[src/rtl/psum_pkg.sv]
// psum_pkg: shared definitions for the partial-sum accumulator slice.
//   state_e            accumulator control states (IDLE, ACCUM, HOLD)
//   DEF_*              default widths/limits used as parameter defaults
package psum_pkg;

  localparam int DEF_IN_WIDTH  = 34;
  localparam int DEF_ACC_WIDTH = 40;
  localparam int DEF_OUT_WIDTH = 16;
  localparam int DEF_MAX_LEN   = 64;

  typedef enum logic [1:0] {
    IDLE  = 2'd0,
    ACCUM = 2'd1,
    HOLD  = 2'd2
  } state_e;

endpackage

[src/rtl/psum_requant.sv]
// psum_requant: combinational requantizer.
//   acc      in   signed accumulator value
//   out_data out  acc >>> OUTPUT_SCALE, clipped to the signed OUT_WIDTH range
//   out_sat  out  1 when out_data was clipped
// Build option: define PSUM_ROUND_EN to add 2^(OUTPUT_SCALE-1) before the
// shift (round half up); otherwise the shift is a pure floor.
module psum_requant import psum_pkg::*; #(
  parameter int ACC_WIDTH    = DEF_ACC_WIDTH,
  parameter int OUT_WIDTH    = DEF_OUT_WIDTH,
  parameter int OUTPUT_SCALE = 0
) (
  input  logic signed [ACC_WIDTH-1:0] acc,
  output logic signed [OUT_WIDTH-1:0] out_data,
  output logic                        out_sat
);

  // One guard bit so the rounding bias cannot overflow the accumulator range.
  localparam int EW = ACC_WIDTH + 1;

  localparam logic signed [EW-1:0] MAX_V =
    {{(EW-OUT_WIDTH+1){1'b0}}, {(OUT_WIDTH-1){1'b1}}};
  localparam logic signed [EW-1:0] MIN_V = ~MAX_V;

`ifdef PSUM_ROUND_EN
  localparam int RND_SHIFT = (OUTPUT_SCALE > 0) ? OUTPUT_SCALE - 1 : 0;
  localparam logic signed [EW-1:0] RND = (OUTPUT_SCALE > 0) ? (EW'(1) << RND_SHIFT) : '0;
`endif

  logic signed [EW-1:0] ext;
  logic signed [EW-1:0] biased;
  logic signed [EW-1:0] shifted;

  always_comb begin
    ext = {acc[ACC_WIDTH-1], acc};
`ifdef PSUM_ROUND_EN
    biased = ext + RND;
`else
    biased = ext;
`endif
    shifted  = biased >>> OUTPUT_SCALE;
    out_sat  = 1'b0;
    out_data = shifted[OUT_WIDTH-1:0];
    if (shifted > MAX_V) begin
      out_data = MAX_V[OUT_WIDTH-1:0];
      out_sat  = 1'b1;
    end else if (shifted < MIN_V) begin
      out_data = MIN_V[OUT_WIDTH-1:0];
      out_sat  = 1'b1;
    end
  end

endmodule

[src/rtl/psum_accumulator.sv]
// psum_accumulator: accumulates a group of signed MAC partial sums and emits
// one requantized, saturated result per group.
//   clk, rst_in          clock; synchronous active-high reset
//   in_valid/in_ready    beat handshake; in_data signed partial sum,
//                        len_in group length (sampled on the first beat, 0 -> 1)
//   out_valid/out_ready  result handshake; out_data signed result,
//                        out_sat set when out_data was clipped
// Build option: PSUM_ROUND_EN selects round-half-up requantization
// (see psum_requant).
module psum_accumulator import psum_pkg::*; #(
  parameter int IN_WIDTH     = DEF_IN_WIDTH,
  parameter int ACC_WIDTH    = DEF_ACC_WIDTH,
  parameter int OUT_WIDTH    = DEF_OUT_WIDTH,
  parameter int OUTPUT_SCALE = 0,
  parameter int MAX_LEN      = DEF_MAX_LEN,
  localparam int LEN_W       = $clog2(MAX_LEN + 1)
) (
  input  logic                        clk,
  input  logic                        rst_in,
  input  logic                        in_valid,
  output logic                        in_ready,
  input  logic signed [IN_WIDTH-1:0]  in_data,
  input  logic        [LEN_W-1:0]     len_in,
  output logic                        out_valid,
  input  logic                        out_ready,
  output logic signed [OUT_WIDTH-1:0] out_data,
  output logic                        out_sat
);

  state_e                       state_q, state_d;
  logic signed [ACC_WIDTH-1:0]  acc_q, acc_d;
  logic        [LEN_W-1:0]      count_q, count_d;
  logic        [LEN_W-1:0]      len_q, len_d;
  logic                         out_valid_q, out_valid_d;
  logic signed [OUT_WIDTH-1:0]  out_data_q, out_data_d;
  logic                         out_sat_q, out_sat_d;

  logic                         accept;
  logic                         start_grp;
  logic                         finish;
  logic signed [ACC_WIDTH-1:0]  beat_ext;
  logic        [LEN_W-1:0]      len_eff;
  logic signed [OUT_WIDTH-1:0]  rq_data;
  logic                         rq_sat;

  // Requantize the next accumulator value so the result can be registered
  // on the same edge that accepts the group's final beat.
  psum_requant #(
    .ACC_WIDTH    (ACC_WIDTH),
    .OUT_WIDTH    (OUT_WIDTH),
    .OUTPUT_SCALE (OUTPUT_SCALE)
  ) u_requant (
    .acc      (acc_d),
    .out_data (rq_data),
    .out_sat  (rq_sat)
  );

  always_comb begin
    state_d     = state_q;
    acc_d       = acc_q;
    count_d     = count_q;
    len_d       = len_q;
    out_valid_d = out_valid_q;
    out_data_d  = out_data_q;
    out_sat_d   = out_sat_q;
    start_grp   = 1'b0;
    finish      = 1'b0;

    beat_ext = ACC_WIDTH'(in_data);
    len_eff  = (len_in == '0) ? LEN_W'(1) : len_in;

    if (rst_in)                in_ready = 1'b0;
    else if (state_q == HOLD)  in_ready = out_ready;
    else                       in_ready = 1'b1;
    accept = in_valid && in_ready;

    unique case (state_q)
      IDLE: start_grp = accept;
      ACCUM: begin
        if (accept) begin
          acc_d   = acc_q + beat_ext;
          count_d = count_q + LEN_W'(1);
          finish  = (count_d == len_q);
        end
      end
      HOLD: begin
        // Handoff; a beat in the same cycle opens the next group directly.
        if (out_ready) begin
          out_valid_d = 1'b0;
          state_d     = IDLE;
          start_grp   = accept;
        end
      end
      default: state_d = IDLE;
    endcase

    if (start_grp) begin
      acc_d   = beat_ext;
      len_d   = len_eff;
      count_d = LEN_W'(1);
      if (len_eff == LEN_W'(1)) finish  = 1'b1;
      else                      state_d = ACCUM;
    end

    if (finish) begin
      state_d     = HOLD;
      out_valid_d = 1'b1;
      out_data_d  = rq_data;
      out_sat_d   = rq_sat;
    end
  end

  always_ff @(posedge clk) begin
    if (rst_in) begin
      state_q     <= IDLE;
      acc_q       <= '0;
      count_q     <= '0;
      len_q       <= '0;
      out_valid_q <= 1'b0;
      out_data_q  <= '0;
      out_sat_q   <= 1'b0;
    end else begin
      state_q     <= state_d;
      acc_q       <= acc_d;
      count_q     <= count_d;
      len_q       <= len_d;
      out_valid_q <= out_valid_d;
      out_data_q  <= out_data_d;
      out_sat_q   <= out_sat_d;
    end
  end

  assign out_valid = out_valid_q;
  assign out_data  = out_data_q;
  assign out_sat   = out_sat_q;

endmodule

[config.mk]
export PLATFORM = sky130hd
export DESIGN_NAME = psum_accumulator
export DESIGN_NICKNAME = d
export VERILOG_FILES = /design/src/rtl/psum_pkg.sv /design/src/rtl/psum_requant.sv /design/src/rtl/psum_accumulator.sv
export SDC_FILE = /design/constraint.sdc
export NUM_CORES = 1
export LEC_CHECK = 0
export ABC_AREA = 1
export CORE_MARGIN = 4
export CORE_UTILIZATION = 50
export CTS_BUF_LIST = sky130_fd_sc_hd__clkbuf_8
export CTS_CLUSTER_DIAMETER = 80
export DETAILED_ROUTE_END_ITERATION = 16
export GPL_ROUTABILITY_DRIVEN = 0
export HOLD_SLACK_MARGIN = 0.06
export PLACE_DENSITY_LB_ADDON = 0.08
export REMOVE_ABC_BUFFERS = 1
export SYNTH_ARGS = -nofsm -noshare
export SYNTH_HDL_FRONTEND = slang
export SYNTH_SLANG_ARGS = --single-unit
[constraint.sdc]
create_clock -name clk -period 4.9 [get_ports clk]
set_clock_uncertainty 0.1 [all_clocks]
set_input_delay 0.735 -clock clk [delete_from_list [all_inputs] [get_ports clk]]
set_output_delay 0.735 -clock clk [all_outputs]
set_load 0.02 [all_outputs]
==> metrics.txt <==
HPWL after DPL 16600 µm; I/O Buffers 63; post-synthesis sequential area ratio 0.212; number of buffers created by CTS 9; Setup WS post-layout 0.633 ns; drt pass-1 iters 9; Worst slew margin 0.483; Antenna diodes 0; Synth Flop Type dfxtp_1; #FFs+latches synth 74; H-tree depth 3; syn_area_per_cell 5.71 µm²; DRC 0; area grow syn2layout 13.9%; Synth Instances 1224; setup tns final 0 ns; clock buffer depth 2; Die Wd 126 µm; Startpoint Class input port; MaxCap Viol Count 0; nets 1364; area fraction of the dominant cell type after synthesis 0.219; number of cell rows 42; synthesized area 6980 µm²; final WL 21200 µm; CP Class in2reg; Die Ht 126 µm; Req. time, crit path 5.12 ns; Antenna Violating Nets Remaining 0; final hold violations 0; critical path data arrival time 4.49 ns; first-pass GRT wire length 34900 µm; Fmax 234 MHz; CTS root buffer clkbuf_8; layout cell share with drive strength beyond 1 0.0787; Yosys warnings 0; post-placement cell count 1443; Core ar. 13500 µm²; worst skew pair latency 0.38 ns; Die Footprint 15900 µm²; setup repair bufs after CTS 0; fraction of registers with async set/reset 0; CP Capture Type register; antenna violations before repair 0; number of distinct library cells after synthesis 42; # IOs 64; worst-margin pin slew 0.773 ns; Post-synth EDFFs 0; top cells by area, synth nand2_1 22%, dfxtp_1 21%, inv_1 10%, nor2_1 8.1%, ha_1 7.2%; WL per Instance 14.6 µm; met2 wire len 9370 µm; Final Setup Violations 0; Synth area leader nand2_1; maximum vdd drop 0.193 mV; WL met1 9980 µm; unrepaired setup endpoints after global routing no; CTS tree yes; initial drt markers 485; post-cts resize count 0; clock slew at reported path FFs 0.10 ns; highest routed metal layer met4; Power Dens Cells 232 nW/µm²; pre-CTS setup slack 0.301 ns; gr usage total 0.268; hold buffers post-CTS 0; vias in the first global route 7012; count of pins over their slew limit 0; fin crit period 4.27 ns; Initial Utilization 0.519; Finished Layout Cells 1459; vias per cell 5.18; Hold Crit Class reg2reg; largest net degree at the start of global routing 48; GRT overflow 0; status finished, final reports clean; met3 WL 1510 µm; Static Leakage 4.22 nW; CP max FO 16; Sink Count 74; via count 7557; final cycle utilization of the critical path 0.871
-- cell usage after synthesis (8+ instances only) --
library cell  instances
nand3_1              61
nand3b_1             10
nor2_1              151
o21ai_0              51
nand2_1             407
a21oi_2              12
xnor2_1              14
dfxtp_1              74
nand3_2               8
clkbuf_1             16
nand2_2              18
inv_1               192
ha_1                 40
xor2_1                9
or2_2                 8
nand4_1              12
a21oi_1              77
-- cell type report --
cell class | instances | area (µm²)
Clock buffer | 9 | 124
Multi-Input combinational cell | 922 | 4600
Clock inverter | 7 | 85.1
Inverter | 197 | 739
Sequential cell | 74 | 1480
Timing Repair Buffer | 74 | 708
Tap cell | 176 | 220
Fill cell | 1435 | 5500
-- where the power goes --
part | total, mW | internal, mW | leakage, nW | switching [mW]
clock network | 0.534 | 0.246 | 0.100 | 0.288
logic | 0.657 | 0.236 | 3.51 | 0.421
registers | 0.654 | 0.635 | 0.605 | 0.0196
total | 1.85 | 1.12 | 4.22 | 0.728
-- stage by stage --
stage / hold slack [ns] / utilization / power [mW] / area, µm²
after floorplan: 0.347 / - / 1.12 / 6820
after global placement: 0.354 / 0.576 / 1.31 / 7750
after detailed placement: 0.365 / 0.576 / 1.31 / 7750
after CTS: 0.382 / 0.592 / 1.85 / 7960
after global routing: 0.395 / 0.592 / 1.97 / 7960
final: 0.378 / 0.592 / 1.85 / 7960
-- per-layer routing --
layer,GRT usage,vias up
li1,-,3899
met1,0.369,3379
met2,0.431,249
met3,0.0546,30
met4,0.0644,0
met5,0,-
-- flip-flops by register name, indices dropped and copies added (netlist names) --
| signal | flops |
|---|---|
| acc_q | 40 |
| out_data | 16 |
| count_q | 7 |
| len_q | 7 |
| state_q | 2 |
| out_sat | 1 |
| out_valid | 1 |
-- placed cells by master, fill, tap and decap left out, types with 2 or more instances in the layout --
cell type | netlist | final
o21ai_0 | 51 | 51
ha_1 | 40 | 40
xor2_1 | 9 | 9
nor2_4 | 7 | 7
clkdlybuf4s50_1 | 0 | 62
nor2_1 | 151 | 151
o21bai_1 | 3 | 3
clkinvlp_4 | 0 | 2
inv_8 | 0 | 2
clkbuf_8 | 0 | 9
inv_2 | 5 | 5
nand3_1 | 61 | 61
nor2_2 | 7 | 7
o21ai_1 | 2 | 2
nand4_1 | 12 | 12
buf_4 | 3 | 11
nand3_2 | 8 | 8
inv_1 | 192 | 192
nand2_1 | 407 | 406
nand2_2 | 18 | 19
nor3_1 | 7 | 7
or2_1 | 2 | 2
a21oi_2 | 12 | 12
nand3b_1 | 10 | 10
dfxtp_1 | 74 | 74
a21oi_1 | 77 | 77
o21ai_2 | 3 | 3
inv_6 | 0 | 2
xnor2_1 | 14 | 14
or2_2 | 8 | 8
-- critical path: stages --
cell and delay [ns]:
clkdlybuf4s50_1 0.44, ha_1 0.30, fa_1 0.45, nand3_1 0.11
nand3_2 0.19, nand2_1 0.13, nand2_2 0.11, nand2_1 0.11
nand2_1 0.09, nand2_1 0.07, nand3_1 0.09, nand2_1 0.09
o21ai_1 0.11, nor3_1 0.37, nand3b_1 0.23, nor2_1 0.18
nand2_2 0.28, a21oi_1 0.24, nor2_1 0.05, nor2_1 0.09
-- path summary, 6_finish.rpt --
kind	start	endpoint	slack (ns)	cells past startpoint
max	in_data[0]	out_data[1]	0.63	20
min	len_q[5]	len_q[5]	0.38	2
max reg2reg	acc_q[0]	out_data[1]	1.15	19
min reg2reg	len_q[5]	len_q[5]	0.38	2
-- cells by family after synthesis --
group           after synthesis  synth area share
compound gates              153             0.122
flops                        74             0.212
buf+inv                     228             0.130
xor+xnor                     24            0.0312
simple gates                704             0.431
fa+ha+maj                    41            0.0745
(Power assumes the default switching activity.)
